### src/rtl/pipe_pkg.sv
// Shared constants and types for the write-back pipeline stage register.
//   CTRL_W_DEF / DATA_W_DEF / ADDR_W_DEF : default field widths
//   payload_t : packed {ctrl, data, addr} payload at the default widths
package pipe_pkg;

  localparam int CTRL_W_DEF = 2;
  localparam int DATA_W_DEF = 32;
  localparam int ADDR_W_DEF = 5;

  typedef struct packed {
    logic [CTRL_W_DEF-1:0] ctrl;
    logic [DATA_W_DEF-1:0] data;
    logic [ADDR_W_DEF-1:0] addr;
  } payload_t;

endpackage

### src/rtl/pipe_slot.sv
// One storage slot: a valid bit plus a payload register.
//   clk, r_n          : clock, asynchronous active-low reset
//   i_load / i_clear  : load i_data (sets valid) / empty the slot and zero the payload
//   i_data            : payload to load
//   o_valid / o_data  : registered slot contents
// Clear wins over load, so a kill in the same cycle as a load leaves the slot empty.
module pipe_slot #(
  parameter int W = 8
) (
  input  logic         clk,
  input  logic         r_n,
  input  logic         i_load,
  input  logic         i_clear,
  input  logic [W-1:0] i_data,
  output logic         o_valid,
  output logic [W-1:0] o_data
);

  logic         r_valid;
  logic [W-1:0] r_data;

  always_ff @(posedge clk or negedge r_n) begin
    if (!r_n) begin
      r_valid <= 1'b0;
      r_data  <= '0;
    end else if (i_clear) begin
      r_valid <= 1'b0;
      r_data  <= '0;
    end else if (i_load) begin
      r_valid <= 1'b1;
      r_data  <= i_data;
    end
  end

  assign o_valid = r_valid;
  assign o_data  = r_data;

endmodule

### src/rtl/pipe_stage_reg.sv
// Valid/ready pipeline stage register for the write-back path.
//   clk, r_n                       : clock, asynchronous active-low reset
//   flush                          : synchronous kill of every held entry
//   in_valid/in_ready, in_*        : upstream handshake and payload
//   out_valid/out_ready, out_*     : downstream handshake and head payload
//   count                          : number of held entries (0..2)
// SKID=1: head + skid slot, in_ready registered (= !skid_valid), so no
//         ready path runs combinationally from downstream to upstream.
// SKID=0: head only, in_ready = !out_valid | out_ready.
module pipe_stage_reg
  import pipe_pkg::*;
#(
  parameter int CTRL_W = CTRL_W_DEF,
  parameter int DATA_W = DATA_W_DEF,
  parameter int ADDR_W = ADDR_W_DEF,
  parameter int SKID   = 1
) (
  input  logic              clk,
  input  logic              r_n,
  input  logic              flush,
  input  logic              in_valid,
  output logic              in_ready,
  input  logic [CTRL_W-1:0] in_ctrl,
  input  logic [DATA_W-1:0] in_data,
  input  logic [ADDR_W-1:0] in_addr,
  output logic              out_valid,
  input  logic              out_ready,
  output logic [CTRL_W-1:0] out_ctrl,
  output logic [DATA_W-1:0] out_data,
  output logic [ADDR_W-1:0] out_addr,
  output logic [1:0]        count
);

  localparam int PW = CTRL_W + DATA_W + ADDR_W;

  logic          w_head_v;
  logic [PW-1:0] w_head_pl;
  logic          w_skid_v;
  logic [PW-1:0] w_skid_pl;
  logic [PW-1:0] w_in_pl;
  logic [PW-1:0] w_out_pl;
  logic          w_acc;
  logic          w_cons;
  logic          w_head_free;
  logic          w_head_load;
  logic          w_head_clear;
  logic [PW-1:0] w_head_din;

  assign w_in_pl = {in_ctrl, in_data, in_addr};

  assign in_ready = (SKID != 0) ? !w_skid_v : (!w_head_v || out_ready);

  assign w_acc       = in_valid && in_ready;
  assign w_cons      = w_head_v && out_ready;
  assign w_head_free = !w_head_v || w_cons;

  // A free head refills from the skid slot first to preserve order;
  // with nothing to load it empties so stale payload never lingers.
  assign w_head_load  = w_head_free && (w_skid_v || w_acc);
  assign w_head_clear = flush || (w_head_free && !w_skid_v && !w_acc);
  assign w_head_din   = w_skid_v ? w_skid_pl : w_in_pl;

  pipe_slot #(.W(PW)) u_head (
    .clk     (clk),
    .r_n     (r_n),
    .i_load  (w_head_load),
    .i_clear (w_head_clear),
    .i_data  (w_head_din),
    .o_valid (w_head_v),
    .o_data  (w_head_pl)
  );

  generate
    if (SKID != 0) begin : g_skid
      logic w_skid_load;
      logic w_skid_clear;

      // Accept while the head is stuck parks the entry in the skid slot.
      // An accept never coincides with a valid skid slot (in_ready is low).
      assign w_skid_load  = w_acc && !w_head_free;
      assign w_skid_clear = flush || (w_skid_v && w_head_free);

      pipe_slot #(.W(PW)) u_skid (
        .clk     (clk),
        .r_n     (r_n),
        .i_load  (w_skid_load),
        .i_clear (w_skid_clear),
        .i_data  (w_in_pl),
        .o_valid (w_skid_v),
        .o_data  (w_skid_pl)
      );
    end else begin : g_no_skid
      assign w_skid_v  = 1'b0;
      assign w_skid_pl = '0;
    end
  endgenerate

  // Bubbles are forced to zero so no write-back control bit leaks out.
  assign w_out_pl  = w_head_pl & {PW{w_head_v}};
  assign out_valid = w_head_v;
  assign {out_ctrl, out_data, out_addr} = w_out_pl;

  assign count = {1'b0, w_head_v} + {1'b0, w_skid_v};

endmodule

### config.mk
export PLATFORM = sky130hd
export DESIGN_NAME = pipe_stage_reg
export DESIGN_NICKNAME = d
export VERILOG_FILES = /design/src/rtl/pipe_pkg.sv /design/src/rtl/pipe_slot.sv /design/src/rtl/pipe_stage_reg.sv
export SDC_FILE = /design/constraint.sdc
export NUM_CORES = 1
export LEC_CHECK = 0
export CAP_MARGIN = 20
export CORE_MARGIN = 2
export CORE_UTILIZATION = 45
export DETAILED_ROUTE_END_ITERATION = 8
export PLACE_DENSITY = 0.76
export SKIP_CTS_REPAIR_TIMING = 1
export SLEW_MARGIN = 10
export SYNTH_ARGS = -nofsm -noshare
export SYNTH_HDL_FRONTEND = slang
export SYNTH_HIERARCHICAL = 1
export SYNTH_SLANG_ARGS = --single-unit
### constraint.sdc
create_clock -name clk -period 1.7 [get_ports clk]
set_clock_uncertainty 0.1 [all_clocks]
set_input_delay 0.34 -clock clk [delete_from_list [all_inputs] [get_ports clk]]
set_output_delay 0.34 -clock clk [all_outputs]
set_load 0.1 [all_outputs]
# Yosys cells after proc, flatten, opt, wreduce, memory -nomap -nowiden
# Index checks and enable logic that the tools add are counted.
# totals
register_bits,80
input_bits,44
output_inout_bits,43
word_cells,32
# classes
addsub,1
n_mux,9
bitwise,1
n_reduce_logical,17
# ops
op,n
$mux W39,5
$and A39 B39 Y39,1
$logic_and A1 B1 Y1,7
$logic_not A1 Y1,4
$logic_or A1 B1 Y1,4
$mux W1,4
$reduce_bool A2 Y1,2
$add A1 B1 Y2,1

# Logic depth before layout (Yosys ltp)
# Gate-level depths: netlist of run 1.
# logic_depth
ltp_word,6
ltp_mapped,7
depth_no_buf,4

# Modules after synthesis
# The synthesis of run 1 kept the hierarchy.
# by_module_without_submodules
module,n_inst,cells_each,area_per_inst_um2,seq_area_each_um2
pipe_slot,2,129,1651.6,1001.0
pipe_stage_reg,1,95,970.9,0.0

# Worst setup path after synthesis of run 1
# Ideal clock, no wire load.
# synth_path
path_kind,reg-to-output
from,register u_head.r_valid (netlist: u_head/o_valid)
to,output out_ctrl[0]
arrival_time_ns,2.185
required_time_ns,1.260
setup_slack_ns,-0.925
path_stages_with_launch,4
n_path_buf,2
path_cell_list,dfrtp_1 buf_2 clkbuf_2 and2_1
# synth_between
elab_chain_cells,1
# synth_lines
item,line,rtl
from (decl),pipe_slot.sv:19,logic r_valid;
from (signal assigned),pipe_slot.sv:24,r_valid <= 1'b0;
from (signal assigned),pipe_slot.sv:27,r_valid <= 1'b0;
from (signal assigned),pipe_slot.sv:30,r_valid <= 1'b1;
$and A39 B39 Y39,pipe_stage_reg.sv:99,assign w_out_pl = w_head_pl & {PW{w_head_v}};
to (decl),pipe_stage_reg.sv:28,"output logic [CTRL_W-1:0] out_ctrl,"
# Every way passes these cells.

# Worst setup path after layout of run 1
# layout_path
from,register u_head.r_valid (netlist: u_head/o_valid)
to,output count[0]
# layout_between
elab_chain_cells,1
# layout_lines
item,line,rtl
$add A1 B1 Y2,pipe_stage_reg.sv:103,"assign count = {1'b0, w_head_v} + {1'b0, w_skid_v};"
to (decl),pipe_stage_reg.sv:31,output logic [1:0] count
# Every way passes these cells.

==> results of run 1 <==
==> final cells by class <==
type	instances	area [um2]	share of cell area, %
timing repair buffer	119	1680	27.4
clock inverter	6	93.8	1.53
clock buffer	10	128	2.08
inverter	1	7.51	0.123
sequential	80	2010	32.8
multi-input combinational	245	2050	33.5
tap	129	161	2.64
==> flip-flops by register name (all words and copies together) (netlist names) <==
signal / count
u_head/o_data: 39
g_skid.u_skid/o_valid: 1
g_skid.u_skid/o_data: 39
u_head/o_valid: 1
==> placed cells by master, fill, tap and decap left out, drive strengths merged <==
cell	n
buf	75
clkbuf	11
and2	39
clkdlybuf4s50	42
dlygate4sd3	1
bufinv	2
nor2	83
clkinv	3
ha	1
mux2i	78
nand2b	1
nor3b	1
a21o	2
dfrtp	80
o21a	1
clkinvlp	2
mux2	39
==> critical path, cell delays in order (launching register included) <==
cell and delay (ps):
dfrtp_4 550, ha_2 370, buf_12 170
==> through the flow <==
step           instances  instance area, um2  setup slack, ps
2_1_floorplan        353                4350            -88.2
3_3_place_gp         561                5730             -317
3_5_place_dp         561                5730             -390
4_1_cts              577                5960             -240
5_1_grt              590                6120             -211
6_report             590                6120             -166
==> where the power goes <==
| part | switching [mW] | internal (mW) | total (mW) |
|---|---|---|---|
| registers | 0.0390 | 1.96 | 2.00 |
| logic | 0.403 | 0.409 | 0.812 |
| clock network | 0.703 | 0.835 | 1.54 |
| total | 1.14 | 3.20 | 4.35 |
==> synth_stat cells (all sizes together) <==
master   n  area share, %
a21o     2           0.35
nor3b    1           0.18
nand2b   1           0.15
ha       1           0.29
dfrtp   80             47
buf     16            6.3
mux2    39             13
mux2i   78             18
inv      1          0.088
o21a     1           0.18
clkbuf  11            1.0
nor2    83            7.3
and2    39            5.7
==> per-layer routing <==
layer	part of all wire (%)	vias to the layer above
met4	0.93	0
met2	49	84
met5	0	-
met1	45	1428
li1	-	1378
met3	5.0	6
==> kinds of logic after synthesis <==
group	synth area share [%]
AOI/OAI and AO/OA	0.527
and+or+nand+nor	13.3
adders and majority gates	0.293
DFF	46.8
buffers and inverters	7.41
muxes	31.6
==> final timing paths <==
| kind | to | start | cells after the start |
|---|---|---|---|
| worst min register to register | u_head/o_data[7] | u_head/o_data[7] | 2 |
| min in group clk | u_head/o_data[7] | u_head/o_data[7] | 2 |
| worst max-delay path | count[0] | u_head/o_valid | 2 |
| max in group asynchronous | g_skid.u_skid/o_data[21] | r_n | 3 |
| worst max register to register | g_skid.u_skid/o_data[0] | u_head/o_valid | 6 |
| worst min-delay path | g_skid.u_skid/o_data[3] | r_n | 2 |
==> impl_results.md, run 1 <==
- Die Wd: 101 um
- Share of cells above drive strength 1: 38.4%
- Sequential share of the synthesized area: 46.8%
- Gr usage total: 18.8%
- Met1 usage: 25.7%
- Setup slack after layout: -166 ps
- Clock root cell: clkbuf_8
- Netlist Area Pre-Place: 0.00427 mm2
- Hold/Removal Path Class: in2async
- CP Capture Type: output pin
- I/O pin count: 87
- Max Cap Viol: 0
- CORE AREA: slightly above 0.009 mm2
- PortBufs: 86
- Worst path required time: 1260 ps
- Initial Util: a little under half
- Pleak: 2.80 nW
- Fin crit share: 110%
- Global-route wire length before repair: 15000 um
- Latest clock arrival within the worst-skew pair: around 340 ps
- Final setup fails: 83
- Startpoint Class: flip-flop
- Die Footprint: ~0.010 mm2
- Area Overhead vs Synth: 43.3%
- Yosys cell types: 17
- R2R setup slack: -100 ps
- Worst vdd ir: 0.000515 V
- Syn Area/Cell: 12.1 um2
- Vias in the first global route: 2994
- Pre-antenna DRT Iters: 4
- Routed via count: 2896
- Final setup TNS: -6260 ps
- Mapped Nets: roughly 400
- Total gr overflow: 0
- Post-Synthesis Cells: 353
- Fmax: 536 MHz
- Largest net degree at the start of global routing: 38
- Pwr Total: approximately 4.3 mW
- Residual DRC: 0
- Failing checks: setup timing
- ANT nets after route: 0
- H-Tree Depth: 3
- Synth warn: 6
- Status: complete, but fails checks
- Hold WS: 395 ps
- Fin. Hold Viols: 0
- Grt met2 use: 30.0%
- Final max-slew violation count: 0
- CTS tree: yes
- Die H: 101 um
- RSZ-0062 raised after global routing: yes
- CP Max Fanout: 7
- Fill cells: roughly 660
- Initial antenna violation count: 0
- Nets: 501
- Worst-margin pin slew: 502 ps
- Final Util: between 60% and 70%
- WL per Instance: 15.8 um
- Tmin final: 1870 ps
- Power Dens Cells: 710 mW/mm2
- Seq cells post-synth: 80
- ANT cells: 0
- Kind of critical path: reg2out
- Largest buffer count on any clock path: 2
- M3 GR Usage: 3.93%
- Arr. time, crit path: 1430 ps
- Clk sinks: 80
- Worst-path clk slew: approximately 80 ps
- Detailed Place HPWL: 6260 um
- GPL Wtd Cong: 0.762
- Iter 0 DRT Violations: 103
- Row count: 35
- Via density: 4.91
- Max-slew headroom at the worst pin: about two thirds
- Num CTS Buffers: 9
- DRT Wirelength: 9340 um
- GRT busiest layer: met2
(Power assumes the default switching activity.)
==> run 2, diff against run 1 <==
Settings changed: CORE_UTILIZATION 45 to 40, PLACE_DENSITY 0.76 to 0.67.
Clock period 1.7 ns to 2 ns, I/O delays scaled along.
==> impl_results.md, run 2 (synthesis gave the netlist of run 1 again) <==
- Share of cells above drive strength 1: 36.2% (-2.2 points)
- Max-slew headroom at the worst pin: 63.3% (-3.2 points)
- Area Overhead vs Synth: 38.9%
- Via density: 4.86 (-1.1%)
- H-Tree Depth: 3 (unchanged)
- Fin crit share: a little over nine tenths
- Hold/Removal Path Class: reg2reg
- Latest clock arrival within the worst-skew pair: 340 ps (about the same)
- Hold EP: u_head/o_data[38]
- Gate power share: 18.8% (about the same)
- WL per Instance: 15.6 um (-1.2%)
- CP Max Fanout: 7 (unchanged)
- GRT busiest layer: met2
- Clock root cell: clkbuf_8
- CORE AREA: 0.0104 mm2 (+12%)
- I/O pin count: 87 (unchanged)
- Final max-slew violation count: 0 (unchanged)
- Fin. Hold Viols: 0 (unchanged)
- GPL Wtd Cong: 0.764 (+0.26%)
- Pleak: 2.70 nW (-3.5%)
- Largest buffer count on any clock path: 2 (unchanged)
- Initial antenna violation count: 0 (unchanged)
- Largest net degree at the start of global routing: 43 (+13%)
- Hold path depth: 2
- Worst path required time: 1500 ps (+240 ps)
- Most frequent cells in the layout: nor2_1 (83), mux2i_1 (78), dfrtp_1 (78)
- Sw frac: 27.3% (+0.93 points)
- R2R cell count: 6 (unchanged)
- Die Footprint: 0.0115 mm2 (+12%)
- Met1 usage: 22.0% (-3.7 points)
- Tmin final: 1970 ps
- Initial Util: 41.2% (-5.0 points)
- Total gr overflow: 0 (unchanged)
- Register share of total power: 47.9% (+1.9 points)
- Commonest non-fill, non-tap cell in the layout: nor2_1
- Iter 0 DRT Violations: 94 (-8.7%)
- Nets: 490 (-2.2%)
- PortBufs: 86 (unchanged)
- P_sw: 0.965 mW (-16%)
- Die Wd: 107 um (+5.8%)
- Crit Reg-Reg Startpoint: u_head/o_valid
- Residual DRC: 0 (unchanged)
- Final setup TNS: 0 ps (+6260 ps)
- Vias in the first global route: 2991 (-0.10%)
- Status: finished, final reports clean
- DRT Wirelength: 9170 um (-1.8%)
- ANT nets after route: 0 (unchanged)
- Internal power: 2.58 mW (-20%)
- Detailed Place HPWL: 6260 um (about the same)
- Hold Startpoint: u_head/o_data[38]
- Grt met2 use: 26.9% (-3.1 points)
- Fmax: between 500 and 600 MHz
- CTS tree: yes
- R2R setup slack: 170 ps (+270 ps)
- Startpoint Class: flip-flop
- Final setup fails: 0 (-100%)
- Kind of critical path: reg2out
- Global-route wire length before repair: 15000 um (-0.28%)
- M3 GR Usage: 3.39% (-0.54 points)
- Reg-to-Reg End: u_head/o_data[11]
- Routed via count: 2846 (-1.7%)
- Num CTS Buffers: 9 (unchanged)
- Max Cap Viol: 0 (unchanged)
- Pre-antenna DRT Iters: 4 (unchanged)
- Power Dens Cells: 596 mW/mm2 (-16%)
- Die H: 107 um (+5.8%)
- Worst-margin pin slew: 551 ps (+48.6 ps)
- Hold WS: 423 ps (+27.8 ps)
- ANT cells: 0 (unchanged)
- Worst-path clk slew: 90 ps (about the same)
- Row count: 37 (+5.7%)
- Gr usage total: 16.5% (-2.4 points)
- CP Capture Type: output pin
- Worst vdd ir: 0.000329 V (-36%)
- Clk sinks: 80 (unchanged)
- Arr. time, crit path: 1470 ps (+40 ps)
- Clock power frac: 33.4% (-2.0 points)
run 2: changes by cell type in the layout (fill, tap and decap cells not counted), sizes merged:
cell | before | now
buf | 75 | 65
bufinv | 2 | 1
clkbuf | 11 | 10
clkinv | 3 | 2
inv | 0 | 2
run 2: metal layers:
layer  part of all wire (%)  routed length [um]
met1                     45                4130
met2                     49                4520
met3                    4.7                 432
met4                   0.95                  87
met5                      0                   0
run 2: per-stage QoR:
stage | cell area, um2 | utilization [%] | setup WS [ps] | cells | power, mW
after floorplan | 4330 | - | 38.2 | 353 | 2.14
after global placement | 5690 | 54.9 | -63.0 | 564 | 2.37
after detailed placement | 5690 | 54.9 | -91.8 | 564 | 2.38
after CTS | 5890 | 56.8 | -107 | 580 | 3.57
after global routing | 5940 | 57.3 | -0.876 | 586 | 3.71
final | 5940 | 57.3 | 32.7 | 586 | 3.54
run 2: worst max-delay path by stage:
stage                   start                       end  slack (ps)  depth (start not counted)
2_1_floorplan  u_head/o_valid               out_ctrl[0]          40                          3
6_report       u_head/o_valid              out_data[30]          30                          3
4_1_cts        u_head/o_valid              out_data[12]        -110                          3
3_3_place_gp        out_ready  g_skid.u_skid/o_data[10]         -60                          7
3_5_place_dp        out_ready  g_skid.u_skid/o_data[10]         -90                          7
5_1_grt        u_head/o_valid              out_data[30]        -0.9                          3
run 2: worst max-delay path: stages, from the launching register on:
cell and delay [ps]:
dfrtp_4 550, buf_2 200, and2_2 210, buf_12 170
run 2: power by group through the flow:
stage	Clock, mW	Sequential [mW]	Combinational (mW)
after global routing	1.29	1.70	0.712
after floorplan	0	1.73	0.415
after CTS	1.22	1.70	0.652
final	1.18	1.70	0.664
after detailed placement	0	1.73	0.650
after global placement	0	1.73	0.638
run 2: final cells by class:
type,count,area (um2)
Fill cell,890,4430
Multi-Input combinational cell,245,2010
Sequential cell,80,2010
Timing Repair Buffer,108,1550
Tap cell,136,170
Clock buffer,10,128
Clock inverter,6,67.6
Inverter,1,3.75
